[config.mk]
export PLATFORM = sky130hd
export DESIGN_NAME = hazard_stall_controller
export DESIGN_NICKNAME = d
export VERILOG_FILES = /design/src/rtl/hazard_stall_controller.sv
export SDC_FILE = /design/constraint.sdc
export NUM_CORES = 1
export LEC_CHECK = 0
export BUFFER_PORTS_ARGS = -buffer_cell sky130_fd_sc_hd__buf_2
export CAP_MARGIN = 20
export CORE_ASPECT_RATIO = 1.25
export CORE_MARGIN = 5
export CORE_UTILIZATION = 50
export DETAILED_ROUTE_END_ITERATION = 7
export PLACE_DENSITY = 0.89
export SLEW_MARGIN = 30
export SYNTH_ARGS = -nofsm -noshare
export SYNTH_HDL_FRONTEND = slang
export SYNTH_SLANG_ARGS = --single-unit
[constraint.sdc]
create_clock -name CLK -period 5 [get_ports CLK]
set_clock_uncertainty 0.2 [all_clocks]
set_input_delay 0 -clock CLK [delete_from_list [all_inputs] [get_ports CLK]]
set_output_delay 0 -clock CLK [all_outputs]
set_load 0.01 [all_outputs]
[src/rtl/hazard_stall_controller.sv]
// ID-stage hazard unit: load-use stalls of configurable length, branch/jump flush,
// sticky HALT, and a saturating count of inserted load-use bubbles.
module hazard_stall_controller #(
    parameter int                  REG_ADDR_W        = 5,
    parameter int                  OPCODE_W          = 6,
    parameter logic [OPCODE_W-1:0] HALT_OPCODE       = 6'b010101,
    parameter int                  LOAD_STALL_CYCLES = 1,
    parameter int                  STALL_CNT_W       = 16
) (
    input  logic                   CLK,
    input  logic                   RESET,
    input  logic [REG_ADDR_W-1:0]  I_HZ_ID_RS,
    input  logic [REG_ADDR_W-1:0]  I_HZ_ID_RT,
    input  logic                   I_HZ_ID_USES_RT,
    input  logic [OPCODE_W-1:0]    OPCODE,
    input  logic [REG_ADDR_W-1:0]  I_HZ_EXE_RT,
    input  logic                   I_HZ_EXE_MemRead,
    input  logic                   I_HZ_FLUSH,
    output logic                   O_HZ_PC_WRITE,
    output logic                   O_HZ_IFID_WRITE,
    output logic                   O_HZ_IFID_FLUSH,
    output logic                   O_HZ_ID_ControlMux,
    output logic                   O_HZ_HALTED,
    output logic [STALL_CNT_W-1:0] O_HZ_STALL_COUNT
);

    typedef enum logic [1:0] {
        RUN        = 2'd0,
        LOAD_STALL = 2'd1,
        HALTED     = 2'd2
    } state_t;

    localparam logic [2:0] STALL_RELOAD = 3'(LOAD_STALL_CYCLES - 1);

    state_t                 r_state;
    state_t                 w_next_state;
    logic [2:0]             r_remain;
    logic [2:0]             w_next_remain;
    logic [STALL_CNT_W-1:0] r_stall_count;
    logic                   w_hazard;
    logic                   w_count_bubble;

    // Register 0 never carries a real dependency; RT only matters when ID reads it.
    assign w_hazard = I_HZ_EXE_MemRead && (I_HZ_EXE_RT != '0) &&
                      ((I_HZ_EXE_RT == I_HZ_ID_RS) ||
                       (I_HZ_ID_USES_RT && (I_HZ_EXE_RT == I_HZ_ID_RT)));

    always_ff @(posedge CLK) begin
        if (RESET) begin
            r_state       <= RUN;
            r_remain      <= '0;
            r_stall_count <= '0;
        end else begin
            r_state  <= w_next_state;
            r_remain <= w_next_remain;
            if (w_count_bubble && (r_stall_count != '1))
                r_stall_count <= r_stall_count + STALL_CNT_W'(1);
        end
    end

    always_comb begin
        w_next_state       = r_state;
        w_next_remain      = r_remain;
        w_count_bubble     = 1'b0;
        O_HZ_PC_WRITE      = 1'b1;
        O_HZ_IFID_WRITE    = 1'b1;
        O_HZ_IFID_FLUSH    = 1'b0;
        O_HZ_ID_ControlMux = 1'b0;
        if (!RESET) begin
            unique case (r_state)
                RUN: begin
                    // Flush wins: the ID instruction is wrong-path, so its hazard/HALT is moot.
                    if (I_HZ_FLUSH) begin
                        O_HZ_IFID_FLUSH    = 1'b1;
                        O_HZ_ID_ControlMux = 1'b1;
                    end else if (w_hazard) begin
                        O_HZ_PC_WRITE      = 1'b0;
                        O_HZ_IFID_WRITE    = 1'b0;
                        O_HZ_ID_ControlMux = 1'b1;
                        w_count_bubble     = 1'b1;
                        if (LOAD_STALL_CYCLES > 1) begin
                            w_next_state  = LOAD_STALL;
                            w_next_remain = STALL_RELOAD;
                        end
                    end else if (OPCODE == HALT_OPCODE) begin
                        O_HZ_PC_WRITE   = 1'b0;
                        O_HZ_IFID_WRITE = 1'b0;
                        w_next_state    = HALTED;
                    end
                end
                LOAD_STALL: begin
                    if (I_HZ_FLUSH) begin
                        O_HZ_IFID_FLUSH    = 1'b1;
                        O_HZ_ID_ControlMux = 1'b1;
                        w_next_remain      = '0;
                        w_next_state       = RUN;
                    end else begin
                        O_HZ_PC_WRITE      = 1'b0;
                        O_HZ_IFID_WRITE    = 1'b0;
                        O_HZ_ID_ControlMux = 1'b1;
                        w_count_bubble     = 1'b1;
                        w_next_remain      = r_remain - 3'd1;
                        if (r_remain == 3'd1)
                            w_next_state = RUN;
                    end
                end
                HALTED: begin
                    O_HZ_PC_WRITE      = 1'b0;
                    O_HZ_IFID_WRITE    = 1'b0;
                    O_HZ_ID_ControlMux = 1'b1;
                end
                default: begin
                    w_next_state = RUN;
                end
            endcase
        end
    end

    assign O_HZ_HALTED      = (r_state == HALTED);
    assign O_HZ_STALL_COUNT = r_stall_count;

endmodule

==> impl_metrics.tcl <==
set metrics [dict create \
    ir_drop_v 0.000105 \
    postRouteAntennaNets 0 \
    grt_use_total 0.180 \
    syn_nets 167 \
    leakagePower_nw 0.634 \
    worst_ep_required_time_ps 4990 \
    final_util 0.636 \
    cts_made_buffers 3 \
    critPathSlowestCell "or4_1" \
    min_period_ps 2340 \
    wirelength_mm 2.96 \
    layout_setup_ws_ps 2660 \
    overflow 0 \
    crit_chain "ha_1, nand3_1, or4_1, nand3b_4, nor4b_1, mux2_1" \
    cts_tree "done" \
    rsz0062_at_grt "false" \
    post_cts_resize_count 0 \
    ys.flop_type "dfxtp_1" \
    drive_gt1_frac 0.362 \
    drt_iter0_drc 35 \
    clk_latency_ps 300 \
    grt_pass1_vias 1136 \
    cp-end-kind "flop" \
    htree_levels 1 \
    routed_via_density 5.53 \
    grt_max_degree 31 \
    syn_area_per_cell_um2 8.68 \
    nets 216 \
    hold_path.class "in -> reg" \
    synth_cell_types 38 \
    die_area_um2 3520 \
    arrival_ps 2330 \
    fmax_mhz 427 \
    finalSetupViolCount 0 \
    port_buffers 46 \
    yosysSeqAreaShare 0.280 \
    syn_area_um2 1210 \
    finalHoldWorstSlack_ps 14.6 \
    die_h_um 65.1 \
    fin_setup_tns_ps 0 \
    core_area_um2 2380 \
    initial_core_util 0.511 \
    ys_warn_count 0 \
    chipWidth_um 54.1 \
    synth_edf_count 0 \
    start_kind "flop" \
    grt_pass1_wl_mm 4.77 \
    firstDrtPassIters 4 \
    slew_violations 0 \
    syn2layout_area_growth_pct 24.4 \
    totalPowerFinal_uw 252 \
    period_share 0.468 \
    gp_congestion 0.851 \
    tightest_slew_ps 532 \
    synth_cells 140 \
    drv_cap 0 \
    worst-path-max-fanout 13 \
    num_vias 1223 \
    clk_path_buf_depth 2 \
    p_per_area_nw_per_um2 167 \
    ios 47 \
    ys_async_sr_fraction 0 \
    maxSlewHeadroom 0.643 \
    root_buffer "clkbuf_4" \
    rows 20 \
    ys_seq_elements 17 \
    outcome "finished clean" \
    met1_length_mm 1.18 \
    clk_pin_slew_ps 90 \
    antenna_found_initial 0 \
    num_antenna_cells 0 \
    drc 0 \
    dp_hpwl_mm 2.30 \
    hold_viol_final 0 \
    clock_sinks 17 \
    met3WireLength_um 240 \
    max_stage_delay_ps 600 \
    wl_met2_mm 1.47 \
    dp_slack_ps 2670 \
    wl_per_cell_um 13.4 \
    path_class "reg -> reg" \
    maxUsedRoutingLayer "met4" \
]
[through the flow]
stage / std cells / instance area (µm²)
floorplan: 140 / 1210
global placement: 213 / 1450
detailed placement: 213 / 1450
CTS: 221 / 1510
global route: 221 / 1510
finish: 221 / 1510
[worst max-delay path, delay by kind of cell, from the launching register on]
kind / cells / cell delay, ps
adder cells (fa/ha/maj): 1 / 230
flip-flops: 1 / 430
multiplexers: 1 / 310
AND/OR/NAND/NOR: 4 / 1050
[layer usage]
layer,up-vias,global-route usage
met4,0,0.0935
li1,609,-
met1,558,0.199
met2,49,0.311
met5,-,0
met3,7,0.0408
[path summary, 6_finish.rpt]
| check | start | end | slack, ps | cells after the start |
|---|---|---|---|---|
| max | O_HZ_STALL_COUNT[0] | O_HZ_STALL_COUNT[5] | 2660 | 6 |
| min | I_HZ_FLUSH | O_HZ_STALL_COUNT[0] | 10 | 4 |
| max reg2reg | O_HZ_STALL_COUNT[0] | O_HZ_STALL_COUNT[5] | 2660 | 6 |
| min reg2reg | O_HZ_STALL_COUNT[2] | O_HZ_STALL_COUNT[2] | 360 | 2 |
[cells by family after synthesis]
family | Yosys count | share of synthesized area
compound gates | 13 | 0.0875
xor+xnor | 10 | 0.0721
fa+ha+maj | 1 | 0.0103
buf+inv | 11 | 0.0525
flops | 17 | 0.280
mux | 12 | 0.124
simple gates | 76 | 0.374
[report_power, final]
group	internal (mW)	total, mW	leakage [nW]	switching [mW]
logic	0.0185	0.0410	0.482	0.0225
clock network	0.0311	0.0757	0.0150	0.0445
registers	0.135	0.136	0.137	0.000293
[layout by cell type (no fill, tap or decap), drive strengths merged]
cell type / count
buf: 47
nor2: 19
dfxtp: 17
mux2: 12
nor2b: 11
nor4: 11
xor2: 9
nand2: 7
nand3: 7
nand4: 5
inv: 4
o31ai: 4
dlygate4sd3: 4
or4: 4
clkbuf: 4
nor3: 3
nand2b: 2
and3: 2
a21oi: 2
o211ai: 2
xnor2: 1
a32oi: 1
o21ai: 1
o31a: 1
nand4bb: 1
o311ai: 1
and4: 1
nand3b: 1
nor4b: 1
or2: 1
o41ai: 1
ha: 1
[sequential cells by signal, summed over array words and instances (netlist names)]
register / count
O_HZ_STALL_COUNT: 16
r_state: 1
[area by class of cell]
cell class	count	area, µm²
repair buffers	51	278
fillers	206	866
clock buffers	4	26.3
inverters	4	15.0
multi-input cells	112	811
flip-flops and latches	17	340
well taps	33	41.3
[synthesized netlist by cell type (all sizes together) (3+ instances only)]
library cell | n | area, µm²
nand3 | 7 | 35.0
nor3 | 3 | 20.0
or4 | 4 | 33.8
dfxtp | 17 | 340
o31ai | 4 | 30.0
nor4 | 11 | 87.6
nor2 | 19 | 71.3
nand2 | 7 | 26.3
xor2 | 9 | 78.8
mux2 | 12 | 150
nand4 | 5 | 31.3
buf | 4 | 37.5
inv | 4 | 15.0
nor2b | 11 | 68.8
clkbuf | 3 | 11.3
[what timing repair did]
action,CTS,global route
hold buffers,4,0
buffers inserted,0,0
hold endpoints to repair,2,0
endpoints found under the setup margin,0,0
Power figures use the tool's default switching activity.
